[config.mk]
export PLATFORM = sky130hd
export DESIGN_NAME = matkey_scanner_flat
export DESIGN_NICKNAME = d
export VERILOG_FILES = /design/src/rtl/matkey_if.sv /design/src/rtl/matkey_scanner.sv /design/src/flat_wrapper.sv
export SDC_FILE = /design/constraint.sdc
export NUM_CORES = 1
export LEC_CHECK = 0
export ABC_AREA = 1
export BUFFER_PORTS_ARGS = -buffer_cell sky130_fd_sc_hd__buf_4
export CELL_PAD_IN_SITES_DETAIL_PLACEMENT = 1
export CELL_PAD_IN_SITES_GLOBAL_PLACEMENT = 2
export CORE_ASPECT_RATIO = 0.6
export CORE_MARGIN = 2
export CORE_UTILIZATION = 37
export DETAILED_ROUTE_END_ITERATION = 12
export GPL_ROUTABILITY_DRIVEN = 0
export GPL_TIMING_DRIVEN = 0
export PLACE_DENSITY_LB_ADDON = 0.08
export SYNTH_ARGS = -nofsm -noshare
export SYNTH_HDL_FRONTEND = slang
export SYNTH_SLANG_ARGS = --single-unit
[constraint.sdc]
create_clock -name clk -period 4.01 [get_ports clk]
set_input_delay 0.2005 -clock clk [delete_from_list [all_inputs] [get_ports clk]]
set_output_delay 0.2005 -clock clk [all_outputs]
set_load 0.05 [all_outputs]
[src/rtl/matkey_if.sv]
// Keypad matrix bundle: column strobe towards the keypad, row sense back, key events towards the lock controller.
interface matkey_if #(
    parameter int ROWS = 4,
    parameter int COLS = 4
);
    localparam int CW = $clog2(ROWS * COLS);

    logic [ROWS-1:0] row;
    logic            repeat_en;
    logic [COLS-1:0] col;
    logic [CW-1:0]   key_code;
    logic            key_valid;
    logic            key_repeat;
    logic            key_held;
    logic            key_release;

    modport master (
        input  row, repeat_en,
        output col, key_code, key_valid, key_repeat, key_held, key_release
    );

    modport slave (
        output row, repeat_en,
        input  col, key_code, key_valid, key_repeat, key_held, key_release
    );
endinterface

[src/rtl/matkey_scanner.sv]
// ROWS x COLS matrix keypad scanner: one-hot column strobe, per-frame key classification,
// frame-level debounce, press/release events and optional auto-repeat.
module matkey_scanner #(
    parameter int ROWS         = 4,
    parameter int COLS         = 4,
    parameter int SCAN_DIV     = 25000,
    parameter int DB_FRAMES    = 20,
    parameter int REPEAT_DELAY = 500,
    parameter int REPEAT_RATE  = 100
) (
    input  logic     clk,
    input  logic     rst,
    matkey_if.master kbd
);
    localparam int CW    = $clog2(ROWS * COLS);
    localparam int DIV_W = $clog2(SCAN_DIV);
    localparam int COL_W = $clog2(COLS);
    localparam int DB_W  = $clog2(DB_FRAMES + 1);
    localparam int RPT_W = $clog2(REPEAT_DELAY + 2);
    localparam logic [DIV_W-1:0] DIV_LAST   = DIV_W'(SCAN_DIV - 1);
    localparam logic [COL_W-1:0] COL_LAST   = COL_W'(COLS - 1);
    localparam logic [RPT_W-1:0] RPT_RELOAD = RPT_W'(REPEAT_DELAY - REPEAT_RATE);

    typedef enum logic [1:0] {IDLE, DEBOUNCE, PRESSED, RELEASE} state_t;

    // Key counts only need to distinguish 0, 1 and "two or more".
    function automatic logic [1:0] sat_add2(input logic [1:0] a, input logic [1:0] b);
        logic [2:0] s;
        s = {1'b0, a} + {1'b0, b};
        return (s > 3'd2) ? 2'd2 : s[1:0];
    endfunction

    function automatic logic db_done(input logic [DB_W-1:0] v);
        return (int'(v) + 1) >= DB_FRAMES;
    endfunction

    logic [ROWS-1:0]  row_p0, row_p1;
    logic [DIV_W-1:0] div_cnt;
    logic [COL_W-1:0] col_idx;
    logic [COLS-1:0]  col_q;
    logic [1:0]       acc_cnt, col_hits, frm_cnt;
    logic [CW-1:0]    acc_code, col_code, frm_code;
    logic             last_dwell, frame_end;

    state_t           state;
    logic [CW-1:0]    cand;
    logic [DB_W-1:0]  db_cnt;
    logic [RPT_W-1:0] rpt_cnt;
    logic [CW-1:0]    key_code_q;
    logic             key_valid_q, key_repeat_q, key_held_q, key_release_q;

    assign last_dwell = (div_cnt == DIV_LAST);
    assign frame_end  = last_dwell && (col_idx == COL_LAST);

    // Descending walk so the final hit is the lowest row of this column.
    always_comb begin
        col_hits = 2'd0;
        col_code = '0;
        for (int r = ROWS - 1; r >= 0; r--) begin
            if (row_p1[r]) begin
                col_hits = sat_add2(col_hits, 2'd1);
                col_code = CW'(r * COLS + int'(col_idx));
            end
        end
    end

    always_comb begin
        frm_cnt  = sat_add2(acc_cnt, col_hits);
        frm_code = acc_code;
        if (col_hits != 2'd0 && (acc_cnt == 2'd0 || col_code < acc_code))
            frm_code = col_code;
    end

    // Stage p0/p1: row synchroniser, then column dwell and frame accumulation
    always_ff @(posedge clk or posedge rst) begin
        if (rst) begin
            row_p0   <= '0;
            row_p1   <= '0;
            div_cnt  <= '0;
            col_idx  <= '0;
            col_q    <= COLS'(1);
            acc_cnt  <= 2'd0;
            acc_code <= '0;
        end else begin
            row_p0 <= kbd.row;
            row_p1 <= row_p0;
            if (last_dwell) begin
                div_cnt <= '0;
                col_idx <= (col_idx == COL_LAST) ? '0 : col_idx + 1'b1;
                col_q   <= {col_q[COLS-2:0], col_q[COLS-1]};
                if (frame_end) begin
                    acc_cnt  <= 2'd0;
                    acc_code <= '0;
                end else begin
                    acc_cnt  <= frm_cnt;
                    acc_code <= frm_code;
                end
            end else begin
                div_cnt <= div_cnt + 1'b1;
            end
        end
    end

    // Stage p2: per-frame debounce / hold / repeat state machine with registered events
    always_ff @(posedge clk or posedge rst) begin
        if (rst) begin
            state         <= IDLE;
            cand          <= '0;
            db_cnt        <= '0;
            rpt_cnt       <= '0;
            key_code_q    <= '0;
            key_valid_q   <= 1'b0;
            key_repeat_q  <= 1'b0;
            key_held_q    <= 1'b0;
            key_release_q <= 1'b0;
        end else begin
            key_valid_q   <= 1'b0;
            key_repeat_q  <= 1'b0;
            key_release_q <= 1'b0;
            if (frame_end) begin
                case (state)
                    IDLE: begin
                        if (frm_cnt == 2'd1) begin
                            cand <= frm_code;
                            if (DB_FRAMES == 1) begin
                                key_code_q  <= frm_code;
                                key_valid_q <= 1'b1;
                                key_held_q  <= 1'b1;
                                rpt_cnt     <= '0;
                                db_cnt      <= '0;
                                state       <= PRESSED;
                            end else begin
                                db_cnt <= DB_W'(1);
                                state  <= DEBOUNCE;
                            end
                        end
                    end
                    DEBOUNCE: begin
                        if (frm_cnt == 2'd1 && frm_code == cand) begin
                            if (db_done(db_cnt)) begin
                                key_code_q  <= cand;
                                key_valid_q <= 1'b1;
                                key_held_q  <= 1'b1;
                                rpt_cnt     <= '0;
                                db_cnt      <= '0;
                                state       <= PRESSED;
                            end else begin
                                db_cnt <= db_cnt + 1'b1;
                            end
                        end else begin
                            db_cnt <= '0;
                            state  <= IDLE;
                        end
                    end
                    PRESSED: begin
                        if (frm_cnt == 2'd0) begin
                            if (DB_FRAMES == 1) begin
                                key_release_q <= 1'b1;
                                key_held_q    <= 1'b0;
                                state         <= IDLE;
                            end else begin
                                db_cnt <= DB_W'(1);
                                state  <= RELEASE;
                            end
                        end else if (frm_cnt == 2'd1 && frm_code == key_code_q) begin
                            if (!kbd.repeat_en) begin
                                rpt_cnt <= '0;
                            end else if ((int'(rpt_cnt) + 1) >= REPEAT_DELAY) begin
                                key_valid_q  <= 1'b1;
                                key_repeat_q <= 1'b1;
                                rpt_cnt      <= RPT_RELOAD;
                            end else begin
                                rpt_cnt <= rpt_cnt + 1'b1;
                            end
                        end
                    end
                    RELEASE: begin
                        if (frm_cnt == 2'd0) begin
                            if (db_done(db_cnt)) begin
                                key_release_q <= 1'b1;
                                key_held_q    <= 1'b0;
                                db_cnt        <= '0;
                                state         <= IDLE;
                            end else begin
                                db_cnt <= db_cnt + 1'b1;
                            end
                        end else begin
                            db_cnt <= '0;
                            state  <= PRESSED;
                        end
                    end
                    default: state <= IDLE;
                endcase
            end
        end
    end

    assign kbd.col         = col_q;
    assign kbd.key_code    = key_code_q;
    assign kbd.key_valid   = key_valid_q;
    assign kbd.key_repeat  = key_repeat_q;
    assign kbd.key_held    = key_held_q;
    assign kbd.key_release = key_release_q;
endmodule

[src/flat_wrapper.sv]
// flat-port wrapper written by rule: the top's interface ports become plain ports
module matkey_scanner_flat 
#(
    parameter int ROWS         = 4,
    parameter int COLS         = 4,
    parameter int SCAN_DIV     = 25000,
    parameter int DB_FRAMES    = 20,
    parameter int REPEAT_DELAY = 500,
    parameter int REPEAT_RATE  = 100
)
  (clk, rst, kbd_row, kbd_repeat_en, kbd_col, kbd_key_code, kbd_key_valid, kbd_key_repeat, kbd_key_held, kbd_key_release);
  matkey_if #(.ROWS(ROWS), .COLS(COLS)) kbd_i ();
  input  logic clk;
  input  logic rst;
  input wire logic [$bits(kbd_i.row)-1:0] kbd_row;
  input wire logic [$bits(kbd_i.repeat_en)-1:0] kbd_repeat_en;
  output wire logic [$bits(kbd_i.col)-1:0] kbd_col;
  output wire logic [$bits(kbd_i.key_code)-1:0] kbd_key_code;
  output wire logic [$bits(kbd_i.key_valid)-1:0] kbd_key_valid;
  output wire logic [$bits(kbd_i.key_repeat)-1:0] kbd_key_repeat;
  output wire logic [$bits(kbd_i.key_held)-1:0] kbd_key_held;
  output wire logic [$bits(kbd_i.key_release)-1:0] kbd_key_release;
  assign kbd_i.row = kbd_row;
  assign kbd_i.repeat_en = kbd_repeat_en;
  assign kbd_col = kbd_i.col;
  assign kbd_key_code = kbd_i.key_code;
  assign kbd_key_valid = kbd_i.key_valid;
  assign kbd_key_repeat = kbd_i.key_repeat;
  assign kbd_key_held = kbd_i.key_held;
  assign kbd_key_release = kbd_i.key_release;
  matkey_scanner #(.ROWS(ROWS), .COLS(COLS), .SCAN_DIV(SCAN_DIV), .DB_FRAMES(DB_FRAMES), .REPEAT_DELAY(REPEAT_DELAY), .REPEAT_RATE(REPEAT_RATE)) u_core (.clk(clk), .rst(rst), .kbd(kbd_i));
endmodule
* After elaboration in Yosys (flattened, before gate mapping)
Index checks and enable logic that the tools add are counted.
** Cells by class
- Equal/unequal tests :: 18
- $add $sub $neg :: 13
- Order comparisons :: 7
- Reductions and logical operators :: 17
- Muxes and demuxes :: 55
** Operators with widths (number)
- 9-bit two-way mux :: 6
- 32-bit by 10-bit greater-or-equal comparator with 1-bit output, second input constant :: 1
- 32-bit by 6-bit greater-or-equal comparator with 1-bit output, second input constant :: 1
- 2-bit two-way mux :: 15
- 5-bit two-way mux :: 5
- 4-bit two-way mux :: 6
- 5-bit case mux with 4 select lines :: 1
- 9-bit case mux with 2 select lines :: 1
- 1-bit two-way mux :: 17
- 15-bit by 1-bit adder with 15-bit output, second input constant :: 1
- 15-bit equality test, second input constant :: 1
- 15-bit two-way mux :: 1
- 2-bit by 1-bit inequality test with 1-bit output, second input constant :: 7
- 3-bit by 2-bit greater-than comparator with 1-bit output, second input constant :: 4
- 6-bit AND reduction :: 2
- 9-bit by 1-bit adder with 10-bit output, second input constant :: 1
- 9-bit by 1-bit adder with 9-bit output, second input constant :: 1
- 4-bit by 2-bit adder with 4-bit output, first input constant :: 2
- 4-bit equality test :: 2
- 2-bit case mux with 4 select lines :: 1
- 2-bit by 1-bit adder with 3-bit output, second input constant :: 2
- 5-bit by 1-bit adder with 6-bit output, second input constant :: 1
- 2-bit equality test, second input constant :: 3
- 2-bit zero test :: 3
- other kinds (16) :: 25
** Word-level totals
- Logic and storage cells :: 126
- Register bits :: 63
- Output and inout port bits :: 12
- Input bits :: 7

* Longest topological paths before layout
Gate-level depths: netlist (run 1).
- Word-level depth :: 22
- Mapped depth :: 22
- Mapped depth without buffers :: 22

* Worst setup path before layout (run 1)
OpenSTA, ideal clock, no wires.
- Kind :: reg-to-reg
- From :: register u_core.row_p1[2]
- To :: register u_core.db_cnt[0]
- Setup slack :: 0.912 ns
- Buffers on the path :: 0
- Clock period less this slack :: 3.098 ns
- Setup time :: 0.120 ns
- Stages on the path, launching flop included :: 19
- Required time :: 3.890 ns
- Arrival time :: 2.979 ns
- Cell sequence :: dfrtp_1 > inv_1 > ha_1 > o21ai_0 > o21ai_1 > o21ai_0 > inv_1 > ha_1 > fa_1 > nor2_1 > inv_1 > nor2_1 > inv_1 > nand2_1 > o21ai_0 > nor3_1 > nand3_1 > o21ai_0 > inv_1
** On the way
- Cells in the longest elaborated chain, start to end :: 16
- Elaborated cells on any way between the ends :: 30
- Classes of those cells :: 3 x add/sub; 4 x order compare; 4 x eq/ne; 13 x mux; 6 x reduce/logical
** RTL lines
- start: declaration :: line matkey_scanner.sv:37 : logic [ROWS-1:0] row_p0, row_p1;
- start signal: assignment :: line matkey_scanner.sv:86 : row_p1 <= row_p0;
- 2-bit two-way mux :: line matkey_scanner.sv:60 : if (row_p1[r]) begin
- 2-bit by 1-bit adder with 3-bit output :: line matkey_scanner.sv:29 : s = {1'b0, a} + {1'b0, b};
- 3-bit by 2-bit greater-than comparator with 1-bit output :: line matkey_scanner.sv:30 : return (s > 3'd2) ? 2'd2 : s[1:0];
- 2-bit two-way mux :: line matkey_scanner.sv:30
- 2-bit two-way mux :: line matkey_scanner.sv:60
- 2-bit by 1-bit adder with 3-bit output :: line matkey_scanner.sv:29
- 3-bit by 2-bit greater-than comparator with 1-bit output :: line matkey_scanner.sv:30
- 2-bit two-way mux :: line matkey_scanner.sv:30
- 2-bit two-way mux :: line matkey_scanner.sv:60
- 2-bit by 2-bit adder with 3-bit output or 2-bit nonzero test (tied branches) :: line matkey_scanner.sv:29, matkey_scanner.sv:70
- 3-bit by 2-bit greater-than comparator with 1-bit output or 1-bit logical AND (tied branches) :: line matkey_scanner.sv:30, matkey_scanner.sv:70
- 2-bit two-way mux or 4-bit two-way mux (tied branches) :: line matkey_scanner.sv:30, matkey_scanner.sv:70
- 2-bit by 1-bit equality test with 1-bit output or 4-bit equality test (tied branches) :: line matkey_scanner.sv:123, matkey_scanner.sv:139
- 1-bit logical AND :: line matkey_scanner.sv:139 : if (frm_cnt == 2'd1 && frm_code == cand) begin
- 5-bit two-way mux :: line matkey_scanner.sv:139
- 5-bit case mux with 4 select lines :: line matkey_scanner.sv:121 : case (state)
- end signal: assignment :: line matkey_scanner.sv:148 : db_cnt <= db_cnt + 1'b1;
- end signal: assignment :: line matkey_scanner.sv:185 : db_cnt <= db_cnt + 1'b1;
- end: declaration :: line matkey_scanner.sv:47 : logic [DB_W-1:0] db_cnt;
Several ways; a longest one is shown, not always the timed one.
A chain may end at the register's enable or synchronous reset.

* Worst setup path after layout (run 1)
Same ends and word-level chain as after synthesis.

==> flow_metrics.tcl, run 1 <==
set metrics [dict create \
    drcViolationCount 0 \
    syn_avg_cell_area_um2 8.152 \
    ant_nets 0 \
    htreeDepth 3 \
    slew_headroom_pct 44.13 \
    clk_pin_slew_ps 60 \
    route.detailed.wl_per_inst_um 14.68 \
    cts.sinks 63 \
    die_w_um 133.1 \
    boundaryPins 19 \
    cts.path.max_buffers 2 \
    critical_path.max_fanout 5 \
    min_period_over_period_pct 91.32 \
    antenna_found_initial 0 \
    diodes 0 \
    synthFlopType "dfrtp_1" \
    postLayoutCellArea_um2 4378 \
    cp-start-kind "flop" \
    fillers 1191 \
    finalSetupViolCount 0 \
    utilization_pct 44.63 \
    required_ps 4230 \
    timing.hold.ws_ps 13.62 \
    drt-pass1-iter-count 5 \
    synth_seq_cells 63 \
    grt_pass1_vias 3076 \
    layout_common_cells "nand2_1, inv_1, dfrtp_1" \
    hpwl_um 6904 \
    p_seq_share_pct 41.7 \
    multi_input_area_um2 1818 \
    synth_area_um2 3701 \
    placed_cell_area_um2 4008 \
    grt_pass1_wl_um 15510 \
    period_minus_slack_ps 3662 \
    portBuffers 18 \
    core.rowCount 28 \
    synthDistinctLibCells 38 \
    hold_path.class "input port to async pin" \
    initial_core_util_pct 37.73 \
    switching_share_pct 23.10 \
    vdd_drop_max_mv 0.2006 \
    end_kind "flop" \
    routed_wl_um 9221 \
    synth_fp_nets 481 \
    final_common_cell "nand2_1" \
    cp.arrival_ps 3880 \
    power_switching_uw 355.8 \
    max_cap_violations 0 \
    vias 3047 \
    regArea_um2 1578 \
    fin_total_pwr_mw 1.540 \
    cts_tree "yes" \
    cts_root_buf "clkbuf_16" \
    pwr-share-comb_pct 6.0 \
    die_area_um2 10840 \
    rsz0062_at_grt "no" \
    grt_max_degree 64 \
    synth_edf_count 0 \
    ys_seq_area_share_pct 42.63 \
    finalMaxSlewViolations 0 \
    syn2layout_area_growth_pct 18.29 \
    grt-ovfl-total 0 \
    dr.first_iter.drc_count 130 \
    p_clk_share_pct 52.3 \
    critical_path_class "flop to flop" \
    worst_pin_slew_ps 838.1 \
    layout-drive-gt1-share_pct 15.42 \
    outcome "finished clean" \
    core-area_um2 9809 \
    clock_latency_ps 330 \
    finalHoldViolCount 0 \
    cts_made_buffers 9 \
    nets 515 \
    grt_usage_pct 18.63 \
    ys_warn_count 0 \
    fp.dieH_um 81.47 \
    async_reset_ff_share_pct 100.0 \
    p_int_mw 1.184 \
    clock.fmax_ghz 0.2731 \
    setup_tns_ps 0 \
    via_per_inst 4.852 \
    p_leak_nw 2.145 \
    power_density_nw_per_um2 351.8 \
    skew_ps 5.117 \
    syn_inst 454 \
]
==> final timing paths <==
| check | start | end | slack (ps) | cells past startpoint |
|---|---|---|---|---|
| setup / recovery | u_core.row_p1[2]$_DFF_PP0_ | u_core.db_cnt[0]$_DFFE_PP0P_ | 350 | 18 |
| hold / removal | rst | u_core.div_cnt[10]$_DFF_PP0_ | 10 | 2 |
| setup reg to reg | u_core.row_p1[2]$_DFF_PP0_ | u_core.db_cnt[0]$_DFFE_PP0P_ | 350 | 18 |
| hold reg to reg | u_core.row_p0[3]$_DFF_PP0_ | u_core.row_p1[3]$_DFF_PP0_ | 350 | 0 |
| max in group asynchronous | rst | u_core.row_p0[2]$_DFF_PP0_ | 3410 | 2 |
| min in group clk | kbd_repeat_en | u_core.kbd.key_repeat$_DFF_PP0_ | 220 | 4 |
==> through the flow <==
step | setup WS [ps] | std cells
floorplan | 911.8 | 454
global route | 17.08 | 628
global placement | 111.3 | 607
CTS | 21.42 | 627
finish | 348.1 | 628
detailed placement | 56.75 | 607
==> logic make-up (layout without fill, tap and decap cells) <==
group / Yosys count / count (layout) / share of synthesized area, %
buf+inv: 81 / 120 / 8.621
xor+xnor: 12 / 12 / 2.840
flops: 63 / 63 / 42.63
simple gates: 218 / 218 / 29.28
compound gates: 60 / 60 / 9.669
fa+ha+maj: 20 / 20 / 6.964
==> timing repair <==
action | 4_1_cts | 5_1_grt
hold buffers | 4 | 0
buffers inserted | 0 | 1
hold endpoints to repair | 4 | 0
setup endpoints to repair | 0 | 8
resized for setup | 0 | 4
==> critical path, cell delays in order (launching register included) <==
cell and delay (ps):
dfrtp_1 370, inv_1 90, ha_1 290, o21ai_0 260, o21ai_1 120, o21ai_0 140
inv_1 90, ha_1 200, fa_1 440, nor2_1 150, inv_1 80, nor2_2 230
inv_1 140, nand2_1 100, o21ai_0 180, nor3_2 380, nand3_1 110, o21ai_0 110
inv_1 70
==> Yosys cell counts (2+ instances only) <==
master	count	area share, %
a21oi_1	8	1.1
buf_6	2	0.61
clkbuf_1	2	0.20
dfrtp_1	62	42
ha_1	19	6.4
inv_1	77	7.8
nand2_1	95	9.6
nand2_2	9	1.5
nand2_4	3	0.91
nand3_1	36	4.9
nand3_2	7	1.9
nand3b_1	3	0.61
nand4_1	10	1.7
nor2_1	31	3.1
nor2_4	2	0.61
nor3_1	12	1.6
nor4_1	3	0.51
o21a_1	2	0.41
o21ai_0	30	4.1
o21ai_1	2	0.27
o21ai_2	8	1.9
o22ai_1	4	0.68
or2_2	2	0.34
xor2_1	11	2.6
==> power by group through the flow <==
stage | combinational, mW | clock (mW) | sequential (mW)
5_1_grt | 0.105 | 0.858 | 0.643
2_1_floorplan | 0.0633 | 0 | 0.653
3_3_place_gp | 0.0876 | 0 | 0.654
6_report | 0.0925 | 0.805 | 0.643
4_1_cts | 0.0929 | 0.830 | 0.643
3_5_place_dp | 0.0894 | 0 | 0.654
==> registers in the layout, indices dropped and copies added (netlist names), 2 cells and up <==
name	cells
u_core.div_cnt	15
u_core.rpt_cnt	9
u_core.db_cnt	5
u_core.acc_code	4
u_core.cand	4
u_core.kbd.col	4
u_core.kbd.key_code	4
u_core.row_p0	4
u_core.row_p1	4
u_core.acc_cnt	2
u_core.col_idx	2
u_core.state	2
==> per-layer routing <==
| metal | up-vias | share of wire [%] | global-route usage (%) |
|---|---|---|---|
| met5 | - | 0 | 0 |
| met2 | 42 | 42 | 27.67 |
| li1 | 1538 | - | - |
| met4 | 0 | 1.4 | 5.426 |
| met1 | 1454 | 53 | 26.65 |
| met3 | 13 | 3.6 | 5.123 |
==> final cells by class <==
class	count	share of cell area, %
multi-input cells	310	41.53
repair buffers	23	4.173
clock buffers	11	5.773
well taps	135	3.858
flip-flops and latches	63	36.04
inverters	77	6.659
plain buffers	4	0.6859
clock inverters	5	1.286
Note: power is estimated with default switching activity, not from simulation.
==> run 2: changes to the inputs <==
--- a/config.mk
+++ b/config.mk
@@ -5,13 +5,13 @@
 export SDC_FILE = /design/constraint.sdc
 export NUM_CORES = 1
 export LEC_CHECK = 0
-export ABC_AREA = 1
+export ABC_AREA = 0
 export BUFFER_PORTS_ARGS = -buffer_cell sky130_fd_sc_hd__buf_4
 export CELL_PAD_IN_SITES_DETAIL_PLACEMENT = 1
 export CELL_PAD_IN_SITES_GLOBAL_PLACEMENT = 2
 export CORE_ASPECT_RATIO = 0.6
 export CORE_MARGIN = 2
-export CORE_UTILIZATION = 37
+export CORE_UTILIZATION = 40
 export DETAILED_ROUTE_END_ITERATION = 12
 export GPL_ROUTABILITY_DRIVEN = 0
 export GPL_TIMING_DRIVEN = 0
==> run 2 against run 1 <==
Effect of this change: clock power down 2%; synthesized area decreased by 2.1%; flip-flop and latch count unchanged; register-to-register slack got worse by 150 ps; non-clock buffer count increased by 10; combinational power down 23%; hold slack improved by 330 ps.
==> flow_metrics.tcl, run 2 <==
set metrics [dict create \
    finalSetupViolCount 0 \
    max_cap_violations 0 \
    layout_common_cells "dfrtp_1, nand2_1, nor2_1" \
    whs_endpoint "u_core.row_p1[2]$_DFF_PP0_" \
    period_minus_slack_ps 3815 \
    vias 2966 \
    core-area_um2 8653 \
    multi_input_area_um2 1961 \
    synth_seq_cells 63 \
    core.rowCount 26 \
    whs_path_depth 0 \
    fin_total_pwr_mw 1.506 \
    cts_made_buffers 9 \
    startpoint "u_core.row_p1[1]$_DFF_PP0_" \
    largest_register "u_core.div_cnt" \
    synthDistinctLibCells 62 \
    hold_path.class "flop to flop" \
    ant_nets 0 \
    power_density_nw_per_um2 346.9 \
    drt-pass1-iter-count 4 \
    synth_fp_nets 400 \
    dr.first_iter.drc_count 151 \
    r2r_cells 12 \
    top_regs "u_core.div_cnt x15, u_core.rpt_cnt x9, u_core.db_cnt x5" \
    syn_avg_cell_area_um2 9.714 \
    grt-ovfl-total 0 \
    p_seq_share_pct 42.8 \
    fp.dieH_um 77.73 \
    finalHoldViolCount 0 \
    worstHoldStart "u_core.row_p0[2]$_DFF_PP0_" \
    critical_path.max_fanout 9 \
    r2r_slack_ps 200 \
    min_period_over_period_pct 95.13 \
    synth_edf_count 0 \
    clk_pin_slew_ps 60 \
    use_met2_pct 29.41 \
    portBuffers 18 \
    antenna_found_initial 0 \
    fillers 981 \
    boundaryPins 19 \
    critical_path_class "flop to flop" \
    synth_top_area_share_pct 42.82 \
    r2r-end "u_core.rpt_cnt[5]$_DFFE_PP0P_" \
    clock_latency_ps 330 \
    r2r-start "u_core.row_p1[1]$_DFF_PP0_" \
    nets 440 \
    p_clk_share_pct 52.5 \
    synthFlopType "dfrtp_1" \
    grt_max_degree 40 \
    async_reset_ff_share_pct 100.0 \
    busiest_layer "met1" \
    grt_pass1_vias 3045 \
    cts.sinks 63 \
    synth_area_um2 3623 \
    p_int_mw 1.163 \
    yosysTopAreaCell "dfrtp_1" \
    end_kind "flop" \
    clock.fmax_ghz 0.2621 \
    layout-drive-gt1-share_pct 16.03 \
    switching_share_pct 22.75 \
    finalMaxSlewViolations 0 \
    grt_use_met3_pct 5.103 \
    regArea_um2 1578 \
    grt_usage_pct 21.23 \
    hpwl_um 6934 \
    ys_seq_area_share_pct 43.54 \
    syn2layout_area_growth_pct 19.82 \
    die_w_um 126.9 \
    drcViolationCount 0 \
    power_switching_uw 342.6 \
    htreeDepth 3 \
    slew_headroom_pct 41.16 \
    die_area_um2 9861 \
    use_met1_pct 32.74 \
    largest_register_ff_count 15 \
    utilization_pct 50.17 \
    initial_core_util_pct 41.87 \
    via_per_inst 5.596 \
    postLayoutCellArea_um2 4342 \
    ys_warn_count 0 \
    yosys-top-cells-count "dfrtp_1, nand2_1, nor2_1" \
    post_synth_main_area_contributors "dfrtp_1, ha_1, nand2_1, nor2_1, nand3_1" \
    setup_tns_ps 0 \
    required_ps 4230 \
    synth_most_common_cell "dfrtp_1" \
    pwr-share-comb_pct 4.7 \
    syn_inst 373 \
    routed_wl_um 9430 \
    skew_ps 7.068 \
    cts_root_buf "clkbuf_16" \
    worst_pin_slew_ps 874.5 \
    placed_cell_area_um2 3919 \
    cp.arrival_ps 4040 \
    outcome "finished clean" \
    cp-start-kind "flop" \
    final_common_cell "dfrtp_1" \
    cts_tree "yes" \
    route.detailed.wl_per_inst_um 17.79 \
    fin_cells 530 \
    p_leak_nw 1.924 \
    diodes 0 \
    place_inst 504 \
    vdd_drop_max_mv 0.2083 \
    cts.path.max_buffers 2 \
    grt_pass1_wl_um 16130 \
]
[run 2: changes by cell type after synthesis, sizes merged, moves of 6 or more]
| cell | delta |
|---|---|
| mux2 | +9 |
| mux2i | +7 |
| nand2b | +6 |
| a31oi | +6 |
| o31ai | +8 |
| inv | -56 |
| nand3 | -27 |
| o21ai | -26 |
| and3 | +8 |
| and2 | +7 |
| nand2 | -58 |
[run 2: metrics by stage]
step                      hold WS [ps]  setup WS, ps
after global placement           309.7        -91.65
after CTS                        348.8         106.6
final                            348.4         195.3
after detailed placement         306.2        -189.6
after floorplan                  231.9         460.0
after global routing             352.7        -13.78
[run 2: worst max path at each step]
stage	cells after the start	to
floorplan	12	u_core.rpt_cnt[3]$_DFFE_PP0P_
global placement	10	u_core.kbd.key_code[3]$_DFFE_PP0P_
detailed placement	11	u_core.kbd.key_code[2]$_DFFE_PP0P_
CTS	13	u_core.rpt_cnt[5]$_DFFE_PP0P_
global route	13	u_core.rpt_cnt[6]$_DFFE_PP0P_
finish	12	u_core.rpt_cnt[5]$_DFFE_PP0P_
[run 2: metal layers]
layer | up-vias | share of wire (%) | routed length (um)
met5 | - | 0 | 0
met4 | 0 | 0.91 | 86
met3 | 9 | 3.5 | 334
met2 | 39 | 41 | 3832
met1 | 1482 | 55 | 5177
li1 | 1436 | - | -
[run 2: worst max-delay path, stage by stage, from the launching register on]
cell     delay (ps)
dfrtp_1         380
buf_6           140
o41a_1          460
ha_1            360
nor2b_1         180
a311o_1         410
mux2i_1         170
or3_1           310
a221o_1         430
o31ai_4         320
buf_4           210
nand4_1         100
a32o_1          230
[run 2: cells by family (layout without fill, tap and decap cells)]
family / Yosys count / count (layout) / share of synthesized area, %
adders and majority gates: 20 / 20 / 7.113
muxes: 16 / 16 / 4.938
AOI/OAI and AO/OA: 80 / 80 / 16.99
and+or+nand+nor: 150 / 150 / 20.48
DFF: 63 / 63 / 43.54
buffers and inverters: 29 / 74 / 3.315
xor gates and xnor gates: 15 / 15 / 3.626
[run 2: what timing repair did]
item                                   in CTS  in global routing
gates resized for setup                     2                  5
hold buffers                                5                  0
endpoints found under the hold margin      27                  0
pin swaps                                   3                  0
buffers inserted                            5                  0
setup endpoints to repair                  12                 15
[run 2: cell type report]
type                       count  share of cell area (%)
buffer                         8                  0.9510
clock buffer                  11                   5.591
clock inverter                 5                   1.326
inverter                      21                   1.816
multi-input combinational    281                   45.16
sequential                    63                   36.34
tap                          112                   3.228
timing repair buffer          29                   5.591
[run 2: power by group through the flow]
stage / clock network, mW / registers, mW / logic (mW)
global route: 0.832 / 0.644 / 0.0793
floorplan: 0 / 0.654 / 0.0413
finish: 0.791 / 0.644 / 0.0713
CTS: 0.809 / 0.643 / 0.0699
detailed placement: 0 / 0.655 / 0.0634
global placement: 0 / 0.655 / 0.0590
==> run 3: changes to the inputs <==
--- a/config.mk
+++ b/config.mk
@@ -9,7 +9,7 @@
 export BUFFER_PORTS_ARGS = -buffer_cell sky130_fd_sc_hd__buf_4
 export CELL_PAD_IN_SITES_DETAIL_PLACEMENT = 1
 export CELL_PAD_IN_SITES_GLOBAL_PLACEMENT = 2
-export CORE_ASPECT_RATIO = 0.6
+export CORE_ASPECT_RATIO = 0.8
 export CORE_MARGIN = 2
 export CORE_UTILIZATION = 40
 export DETAILED_ROUTE_END_ITERATION = 12
==> constraint.sdc (replaced) <==
create_clock -name clk -period 3.7 [get_ports clk]
set_input_delay 0.185 -clock clk [delete_from_list [all_inputs] [get_ports clk]]
set_output_delay 0.185 -clock clk [all_outputs]
set_load 0.05 [all_outputs]
==> run 3 against run 2 <==
Effect of this change: combinational power rose by 27%; utilization rose by 1.4 points; setup slack got worse by 100 ps; via count rose by 1.9%; maximum frequency rose by 5.7%; routed wire length fell by 3.0%; flip-flop and latch count did not move; sequential power rose by 8.2%; die area fell by 0.21%; global-route usage fell by 1.8 points.
==> flow_metrics.tcl, run 3 (same netlist as run 2, synthesis figures left out) <==
set metrics [dict create \
    outcome "finished clean" \
    routed_wl_um 9149 \
    grt_usage_pct 19.40 \
    finalSetupViolCount 0 \
    cp_cell_sequence "inv_2 -> ha_1 -> nor2_1 -> nor2_1 -> ha_1 -> o211ai_1 -> and2_1 -> mux2_4 -> or3_1 -> a221o_1 -> o31ai_4 -> a31oi_1 -> or3b_1" \
    boundaryPins 19 \
    cpMaxStageDelayCell "a221o_1" \
    die_area_um2 9841 \
    utilization_pct 51.56 \
    r2r_cells 13 \
    core-area_um2 8921 \
    place_ws_ps -379.9 \
    max_stage_delay_ps 430 \
    rsz0062_at_grt "yes" \
    grt_pass1_vias 3018 \
    required_ps 3910 \
    cp_num_buf_inv 1 \
    clk_pin_slew_ps 50 \
    whs_endpoint "u_core.row_p1[2]$_DFF_PP0_" \
    power_density_nw_per_um2 391.4 \
    dr.first_iter.drc_count 111 \
    worst_slack_ps 91.74 \
    r2r_slack_ps 90 \
    max_cap_violations 0 \
    top_regs "u_core.div_cnt x15, u_core.rpt_cnt x9, u_core.db_cnt x5" \
    cts.sinks 63 \
    layout-drive-gt1-share_pct 22.33 \
    cts.path.max_buffers 2 \
    r2r-end "u_core.rpt_cnt[3]$_DFFE_PP0P_" \
    htreeDepth 3 \
    largest_register "u_core.div_cnt" \
    critical_path_class "flop to flop" \
    die_w_um 110.4 \
    cts_tree "yes" \
    core.rowCount 31 \
    cts_root_buf "clkbuf_16" \
    multi_input_area_um2 2058 \
    fp.dieH_um 89.13 \
    period_minus_slack_ps 3608 \
    drt-pass1-iter-count 4 \
    critical_path.max_fanout 5 \
    end_kind "flop" \
    nets 452 \
    ant_nets 0 \
    vdd_drop_max_mv 0.3187 \
    initial_core_util_pct 40.62 \
    grt-ovfl-total 0 \
    finalMaxSlewViolations 0 \
    vias 3023 \
    syn2layout_area_growth_pct 26.93 \
    skew_ps 4.804 \
    diodes 0 \
    largest_register_ff_count 15 \
    fin_total_pwr_mw 1.800 \
    cp-start-kind "flop" \
    regArea_um2 1580 \
    via_per_inst 5.547 \
    hpwl_um 6536 \
    finalHoldViolCount 0 \
    fillers 1039 \
    hold_path.class "flop to flop" \
    p_leak_nw 2.027 \
    worst_pin_slew_ps 895.1 \
    min_period_over_period_pct 97.52 \
    portBuffers 18 \
    crit_family "simple AND/OR/NAND/NOR gates" \
    cp.arrival_ps 3820 \
    antenna_found_initial 0 \
    worstHoldStart "u_core.row_p0[2]$_DFF_PP0_" \
    route.detailed.wl_per_inst_um 16.79 \
    slew_headroom_pct 39.54 \
    clock_latency_ps 330 \
    cts_made_buffers 9 \
    grt_max_degree 36 \
    clock.fmax_ghz 0.2771 \
    r2r-start "u_core.row_p1[2]$_DFF_PP0_" \
    layout_common_cells "dfrtp_1, nand2_1, buf_4" \
    final_common_cell "dfrtp_1" \
    grt_pass1_wl_um 15030 \
    drcViolationCount 0 \
    whs_path_depth 0 \
]
run 3: worst max path at each step:
stage	from	end	slack, ps	cells after the start
floorplan	u_core.row_p1[2]$_DFF_PP0_	u_core.rpt_cnt[3]$_DFFE_PP0P_	150	12
global placement	u_core.row_p1[2]$_DFF_PP0_	u_core.rpt_cnt[3]$_DFFE_PP0P_	-300	12
detailed placement	u_core.row_p1[2]$_DFF_PP0_	u_core.rpt_cnt[3]$_DFFE_PP0P_	-380	12
CTS	u_core.row_p1[1]$_DFF_PP0_	u_core.rpt_cnt[3]$_DFFE_PP0P_	7	11
global route	u_core.row_p1[2]$_DFF_PP0_	u_core.rpt_cnt[3]$_DFFE_PP0P_	-100	13
finish	u_core.row_p1[2]$_DFF_PP0_	u_core.rpt_cnt[3]$_DFFE_PP0P_	90	13
run 3: what timing repair did:
item | CTS | global route
gates resized for setup | 10 | 19
pin swaps | 6 | 6
hold buffers | 5 | 0
hold endpoints to repair | 32 | 0
setup buffers | 4 | 13
setup endpoints to repair | 19 | 16
run 3: per-layer routing:
layer  GRT usage (%)  routed length (um)  vias up
met4           7.273                 166        0
met5               0                   0        -
met3           4.203                 227       14
li1                -                   -     1465
met2           31.23                4281       28
met1           26.17                4473     1516
run 3: per-stage QoR:
step,area (um2),hold slack (ps),instances,TNS [ps]
final,4599,349.3,545,0
after global routing,4599,359.7,545,-461.0
after CTS,4414,348.4,532,0
after detailed placement,3923,295.6,507,-4348
after global placement,3902,294.9,506,-3131
after floorplan,3623,216.4,373,0
run 3: final cells by class:
type	instances	share of cell area (%)
plain buffers	8	0.9793
clock buffers	11	5.495
clock inverters	5	2.258
inverters	21	1.714
multi-input cells	281	44.75
flip-flops and latches	63	34.36
well taps	115	3.128
repair buffers	41	7.318
run 3: power breakdown:
group	total (mW)	switching [mW]	internal (mW)
clock network	1.01	0.318	0.694
registers	0.697	0.00321	0.694
logic	0.0905	0.0523	0.0382
total	1.80	0.373	1.43
